**config.mk**
```make
export PLATFORM = sky130hd
export DESIGN_NAME = counter_checker_log_fifo
export DESIGN_NICKNAME = d
export VERILOG_FILES = /design/src/rtl/counter_checker_log_fifo.sv
export SDC_FILE = /design/constraint.sdc
export NUM_CORES = 1
export LEC_CHECK = 0
export BUFFER_PORTS_ARGS = -buffer_cell sky130_fd_sc_hd__buf_2
export CORE_UTILIZATION = 38
export DETAILED_ROUTE_END_ITERATION = 8
export HOLD_SLACK_MARGIN = 0.05
export PLACE_DENSITY = 0.54
export SLEW_MARGIN = 0
export SYNTH_ARGS = -nofsm -noshare
export SYNTH_HDL_FRONTEND = slang
export SYNTH_SLANG_ARGS = --single-unit
```
**constraint.sdc**
```tcl
create_clock -name clk -period 4.5 [get_ports clk]
set_clock_uncertainty 0.2 [all_clocks]
set_input_delay 0.675 -clock clk [delete_from_list [all_inputs] [get_ports clk]]
set_output_delay 0.675 -clock clk [all_outputs]
set_load 0.005 [all_outputs]
```
**src/rtl/counter_checker_log_fifo.sv**
```systemverilog
// Generic synchronous FIFO, first-word-fall-through read port, sync clear.
// Latency: a push is visible on pop_dat/empty the cycle after the write edge.
// Backpressure: none; pushes while full and pops while empty are ignored (caller watches full/empty).
module counter_checker_log_fifo #(
  parameter int W   = 8,
  parameter int DEP = 4
) (
  input  logic         clk,
  input  logic         rst_n,
  input  logic         clr,
  input  logic         push,
  input  logic [W-1:0] push_dat,
  input  logic         pop,
  output logic [W-1:0] pop_dat,
  output logic         empty,
  output logic         full
);

  localparam int AW = $clog2(DEP);

  logic [W-1:0] mem [DEP];
  logic [AW:0]  wr_ptr;
  logic [AW:0]  rd_ptr;
  logic         do_push;
  logic         do_pop;

  // Extra pointer bit distinguishes full from empty when the indices match
  assign empty   = (wr_ptr == rd_ptr);
  assign full    = (wr_ptr[AW] != rd_ptr[AW]) && (wr_ptr[AW-1:0] == rd_ptr[AW-1:0]);
  assign do_push = push && !full;
  assign do_pop  = pop && !empty;
  assign pop_dat = mem[rd_ptr[AW-1:0]];

  always_ff @(posedge clk) begin
    if (do_push) begin
      mem[wr_ptr[AW-1:0]] <= push_dat;
    end
  end

  always_ff @(posedge clk or negedge rst_n) begin
    if (!rst_n) begin
      wr_ptr <= '0;
      rd_ptr <= '0;
    end else if (clr) begin
      wr_ptr <= '0;
      rd_ptr <= '0;
    end else begin
      if (do_push) wr_ptr <= wr_ptr + (AW + 1)'(1);
      if (do_pop)  rd_ptr <= rd_ptr + (AW + 1)'(1);
    end
  end

endmodule

```
# == Word-level counts from Yosys, hierarchy flattened ==
# Memories as Yosys holds them, arrays and structs flattened.
# Cells that the tools add are included.
# word_totals
elab_cells,21
n_memories,1
mem_bits_rw,32
out_inout_bits,10
in_bits,13
regBits,6
# op_classes
mux,6
eq_ne,3
n_addsub,2
n_reduce_logical,7
# mem_list
memory,words,width,rd,rd_ports_with_merged_regs,write_ports,line,source
mem,4,8,1,0,1,21,logic [W-1:0] mem [DEP];
# op_table
op,n
3-bit two-way mux,4
3-bit by 1-bit adder with 3-bit output (second input constant),2
2-bit nonzero test,2
3-bit equality test,1
1-bit logical AND,3
2-bit equality test,1
1-bit logical NOT,2
1-bit two-way mux,2
1-bit inequality test,1

# == Longest topological paths before layout ==
# Gate-level depths: netlist of run 1.
# depth
word_depth,6
ltp_mapped,6
ltp_nobuf,5

# == Worst setup path before layout of run 1 ==
# No wires, ideal clock.
# synth_path
kind,reg2out
from,register rd_ptr[0]
to,output port pop_dat[0]
arrival_time_ps,1204
path_stages_with_launch,3
setup_slack_ps,2421
path_buffers,1
required_ps,3625
cell_sequence,dfrtp_1 > buf_2 > mux4_2
# synth_via
elab_chain_len,1
# synth_lines
element,line,source
start: declaration,23,logic [AW:0] rd_ptr;
start signal: assignment,49,if (do_pop) rd_ptr <= rd_ptr + (AW + 1)'(1);
memory read 4 x 8 bit,n/a,
end: declaration,14,"output logic [W-1:0] pop_dat,"
# Every way passes these cells.

# == Final worst setup path of run 1 ==
# layout_path
from,register rd_ptr[0]
to,output port empty
# layout_via
elab_chain_len,1
# layout_lines
element,line,source
3-bit equality test,28,assign empty = (wr_ptr == rd_ptr);
end: declaration,15,"output logic empty,"
# Every way passes these cells.

==> results.toml, run 1 <==
[finish]
seq_area_mm2 = 0.00111
final_cell_mix = "edfxtp_1, buf_2, mux4_2"
nFillCells = 393
final_util_pct = 45.6
final_common_cell = "edfxtp_1"
nNetsFinal = 147
multiInputGateArea_um2 = 564
layout-drive-gt1-share_pct = 28.7
area_growth_syn_to_layout_pct = 15.4
num_antenna_cells = 0

[floorplan]
die_x_um = 69.0
dieArea_mm2 = 0.00477
pin_count = 23
chipHeight_um = 69.0
num_rows = 24
start_util_pct = 39.5
core_region_area_mm2 = 0.00432

[power]
internal_power_uw = 763
p_comb_share_pct = 28.2
power.switching_uw = 340
p_per_area_mw_per_mm2 = 560
power_frac_clock_pct = 24.5
seqPwrFrac_pct = 47.2
switching_share_pct = 30.8
irDropWorstVdd_v = 0.000267
p_leak_uw = 0.000713
total_power_uw = 1100

[setup_path]
start_kind = "register"
critical_path_arrival_ns = 1.90
crit_fanout = 13
path_class = "reg2out"
endpoint_kind = "output port"
cp.required_ns = 3.62

[timing]
rsz0062_at_grt = "no"
relSlewSlack_pct = 29.4
post-route-period-util_pct = 61.6
fin_crit_ns = 2.77
final.setup.tns_ns = 0
hold_violations = 0
max_freq_ghz = 0.360
setup_viol = 0
worst_pin_slew_ns = 1.05
slew_viol_final = 0

[status]
status = "completed"

[grt]
globalRouteOverflowTotal = 0
grt_pass1_wl_mm = 4.86
grt_max_degree = 17
antenna_found_initial = 0
first_global_vias = 972
track_usage_pct = 13.7

[place]
hpwl_mm = 2.04
portBuffers = 22
routabilityCongestion = 0.763

[yosys]
synth_cells = 103
synth-seq-cells = 38
yosys.area_share.simple_pct = 7.47
synthMuxAreaShare_pct = 10.5
synthFlopType = "edfxtp_1"
syn_area_per_cell_um2 = 16.6
seq_area_frac_synth_pct = 65.1
synth_top_family_by_area = "multiplexers"
synth_edf_count = 32
synth-adder-area-share_pct = 3.66
syn_nets = 121
synth_compound_area_share_pct = 7.84
post_synth_xor_area_fraction_pct = 3.52
async_flop_share_pct = 15.8
ys_types = 33
yosys_warnings = 0
syn_area_mm2 = 0.00171

[clock_network]
root_buffer = "clkbuf_8"
cts.sinks = 38
numCtsBuffers = 5
cts_buffer_depth = 2
insertion_delay_ns = 0.29
cts.clk_slew.worst_paths_ns = 0.07
cts_tree = "built"
htreeDepth = 2
cts_resized = 0

[route]
drt_iter0_drc = 76
wl_per_cell_um = 16.1
wl_mm = 2.91
drc = 0
vias = 959
drtAntennaViolNets = 0
dr.pass1.iters = 4
via_per_inst = 5.30

[job]
cap_violations = 0

[worst_hold_path]
hold_class = "in2reg"
## registers in the layout, summed over array words and instances (netlist names)
| signal | count |
|---|---|
| mem | 32 |
| wr_ptr | 3 |
| rd_ptr | 3 |
## synth_stat cells, drive strengths merged, types with 2 or more instances
cell / number / share of area [%]
a211o: 3 / 1.5
a31oi: 4 / 1.5
and2: 3 / 1.1
buf: 3 / 1.2
dfrtp: 6 / 8.8
edfxtp: 32 / 56
ha: 5 / 3.7
inv: 2 / 0.44
mux4: 8 / 11
nand2: 5 / 1.1
nand4: 2 / 0.73
nor2: 3 / 0.66
nor3b: 2 / 0.88
nor4: 2 / 0.73
o211ai: 2 / 0.88
o2bb2ai: 2 / 1.0
xnor2: 3 / 1.5
xor2: 3 / 2.0
## cells by family after synthesis
logic type / after synthesis
AOI/OAI and AO/OA: 17
xor gates and xnor gates: 6
adders and majority gates: 5
buffers and inverters: 6
DFF: 38
muxes: 8
and+or+nand+nor: 23
## final timing paths
kind / slack, ns / startpoint / depth (start not counted) / end
min: 0.40 / push_dat[5] / 1 / mem[1][5]
max: 1.73 / rd_ptr[0] / 4 / empty
min reg2reg: 0.44 / wr_ptr[2] / 2 / wr_ptr[2]
max in group asynchronous: 3.41 / rst_n / 2 / rd_ptr[1]
max reg2reg: 1.97 / rd_ptr[0] / 3 / mem[0][7]
min in group asynchronous: 0.54 / rst_n / 2 / wr_ptr[2]
## through the flow
step           cells  hold slack [ns]  worst slack [ns]  area, um^2
6_report         181            0.401              1.73        1970
5_1_grt          181            0.401              1.58        1970
4_1_cts          181            0.390              1.71        1970
3_5_place_dp     173            0.316              1.96        1860
3_3_place_gp     173            0.311              2.03        1860
2_1_floorplan    103            0.179              2.42        1710
## what timing repair did
action / CTS / global route
hold endpoints to repair: 6 / 0
hold buffers: 1 / 0
buffers inserted: 0 / 0
## critical path, cell delays in order (launching register included)
cell and delay [ns]:
dfrtp_1 0.64, xnor2_1 0.50, nand2_1 0.22, nor2_1 0.13, buf_2 0.12
## area by class of cell
cell class	count	share of cell area [%]
multi-input cells	59	28.6
repair buffers	23	6.10
inverters	2	0.381
well taps	52	3.30
flip-flops and latches	38	56.4
clock buffers	5	3.49
clock inverters	2	1.71
## metal layers
layer | up-vias | wire length, um | GRT usage, %
li1 | 465 | - | -
met1 | 468 | 1320 | 17.3
met2 | 20 | 1420 | 21.1
met3 | 6 | 121 | 4.82
met4 | 0 | 52 | 6.12
met5 | - | 0 | 0
## power groups by stage
stage	clock network (uW)	registers (uW)	logic (uW)
2_1_floorplan	0	483	254
3_3_place_gp	0	527	311
3_5_place_dp	0	530	314
4_1_cts	276	523	316
5_1_grt	290	531	349
6_report	270	521	311
Power figures use the tool's default switching activity.
==> inputs of run 2 (changes only) <==
--- a/config.mk
+++ b/config.mk
@@ -9,7 +9,7 @@
 export CORE_UTILIZATION = 38
 export DETAILED_ROUTE_END_ITERATION = 8
 export HOLD_SLACK_MARGIN = 0.05
-export PLACE_DENSITY = 0.54
+export PLACE_DENSITY = 0.56
 export SLEW_MARGIN = 0
 export SYNTH_ARGS = -nofsm -noshare
 export SYNTH_HDL_FRONTEND = slang
==> constraint.sdc (replaced) <==
create_clock -name clk -period 2.2 [get_ports clk]
set_clock_uncertainty 0.2 [all_clocks]
set_input_delay 0.33 -clock clk [delete_from_list [all_inputs] [get_ports clk]]
set_output_delay 0.33 -clock clk [all_outputs]
set_load 0.005 [all_outputs]
==> results.toml, run 2 (synthesis gave the netlist of run 1 again) <==
[timing]
slew_viol_final = 0
fin_crit_ns = 2.09
max_freq_ghz = 0.479
post-route-period-util_pct = 94.8
rsz0062_at_grt = "no"
worst_pin_slew_ns = 0.521
final.setup.tns_ns = 0
hold_violations = 0
relSlewSlack_pct = 65.2
setup_viol = 0

[finish]
area_growth_syn_to_layout_pct = 19.9
multiInputGateArea_um2 = 564
num_antenna_cells = 0
seq_area_mm2 = 0.00111
final_cell_mix = "edfxtp_1, buf_2, buf_4"
layout-drive-gt1-share_pct = 34.0
final_common_cell = "edfxtp_1"
nNetsFinal = 158
largest_reg_flops = 32
nFillCells = 401

[clock_network]
htreeDepth = 2
cts.clk_slew.worst_paths_ns = 0.07
root_buffer = "clkbuf_8"
numCtsBuffers = 5
cts.sinks = 38
cts_buffer_depth = 2
cts_tree = "built"
insertion_delay_ns = 0.28

[setup_path]
cp_slowest_cell = "mux4_2"
crit_family = "multiplexers"
critical_path_arrival_ns = 1.56
cp_cell_sequence = "buf_6 > mux4_2 > buf_2"
critPathBufInv = 2
reg2reg_slack_ns = 0.22
endpoint_kind = "output port"
path_class = "reg2out"
crit_fanout = 12
cpPeakStageDelay_ns = 0.53
start_kind = "register"
cp.required_ns = 1.67

[place]
portBuffers = 22
routabilityCongestion = 0.811
hpwl_mm = 2.27

[floorplan]
die_x_um = 69.0
dieArea_mm2 = 0.00477
core_region_area_mm2 = 0.00432
pin_count = 23
chipHeight_um = 69.0
num_rows = 24
start_util_pct = 39.5

[grt]
track_usage_pct = 14.8
antenna_found_initial = 0
grt_max_degree = 15
grt_pass1_wl_mm = 5.35
first_global_vias = 1083
globalRouteOverflowTotal = 0

[route]
drt_iter0_drc = 80
wl_mm = 3.16
wl_per_cell_um = 16.4
drc = 0
dr.pass1.iters = 4
via_per_inst = 5.37
vias = 1037
drtAntennaViolNets = 0

[job]
cap_violations = 0

[power]
p_per_area_mw_per_mm2 = 1110
irDropWorstVdd_v = 0.000524
total_power_uw = 2270
p_leak_uw = 0.000764

[status]
status = "completed"

[worst_hold_path]
hold_class = "in2reg"
-- run 2: final cells by class --
class	instances	area share, %
well taps	52	3.18
flip-flops and latches	38	54.2
clock inverters	2	0.428
inverters	2	0.367
clock buffers	6	3.54
multi-input cells	59	27.6
repair buffers	34	10.7
-- run 2: worst reg2reg max path: cells and delay by family, from the launching register on --
kind / cells / cell delay, ns
compound gates: 1 / 0.24
buf+inv: 1 / 0.15
simple gates: 1 / 0.24
xor+xnor: 1 / 0.46
flops: 1 / 0.40
-- run 2: power breakdown --
| group | internal, uW | switching [uW] | leakage, uW |
|---|---|---|---|
| clock | 218 | 223 | 0.0000426 |
| combinational | 402 | 447 | 0.000347 |
| sequential | 928 | 55.6 | 0.000375 |
| total | 1550 | 726 | 0.000764 |
-- run 2: path summary, 6_finish.rpt --
| kind | endpoint | cells past startpoint | start |
|---|---|---|---|
| setup / recovery | pop_dat[3] | 3 | rd_ptr[0] |
| max in group asynchronous | wr_ptr[0] | 2 | rst_n |
| min in group asynchronous | wr_ptr[2] | 2 | rst_n |
| hold / removal | mem[3][4] | 1 | push_dat[4] |
| hold reg to reg | wr_ptr[2] | 2 | wr_ptr[2] |
| setup reg to reg | mem[2][0] | 4 | rd_ptr[0] |
-- run 2: per-stage QoR --
| step | cells | setup WS [ns] | cell area, um^2 | hold WS [ns] | util, % |
|---|---|---|---|---|---|
| 2_1_floorplan | 103 | 0.391 | 1710 | -0.166 | - |
| 3_3_place_gp | 184 | 0.341 | 1950 | -0.0354 | 45.2 |
| 3_5_place_dp | 184 | 0.269 | 1950 | -0.0350 | 45.2 |
| 4_1_cts | 193 | 0.0386 | 2040 | 0.0674 | 47.3 |
| 5_1_grt | 193 | 0.0417 | 2050 | 0.0663 | 47.4 |
| 6_report | 193 | 0.114 | 2050 | 0.0738 | 47.4 |
-- run 2: what timing repair did --
item,4_1_cts,5_1_grt
hold endpoints to repair,6,0
endpoints found under the setup margin,0,3
setup buffers,0,0
hold buffers,1,0
resized for setup,0,1
-- run 2: metal layers --
layer	share of wire [%]	track usage (%)	wire, um
met5	0	0	0
met3	3.9	4.09	123
met4	1.3	7.03	42
met1	45	17.8	1410
met2	50	24.5	1580
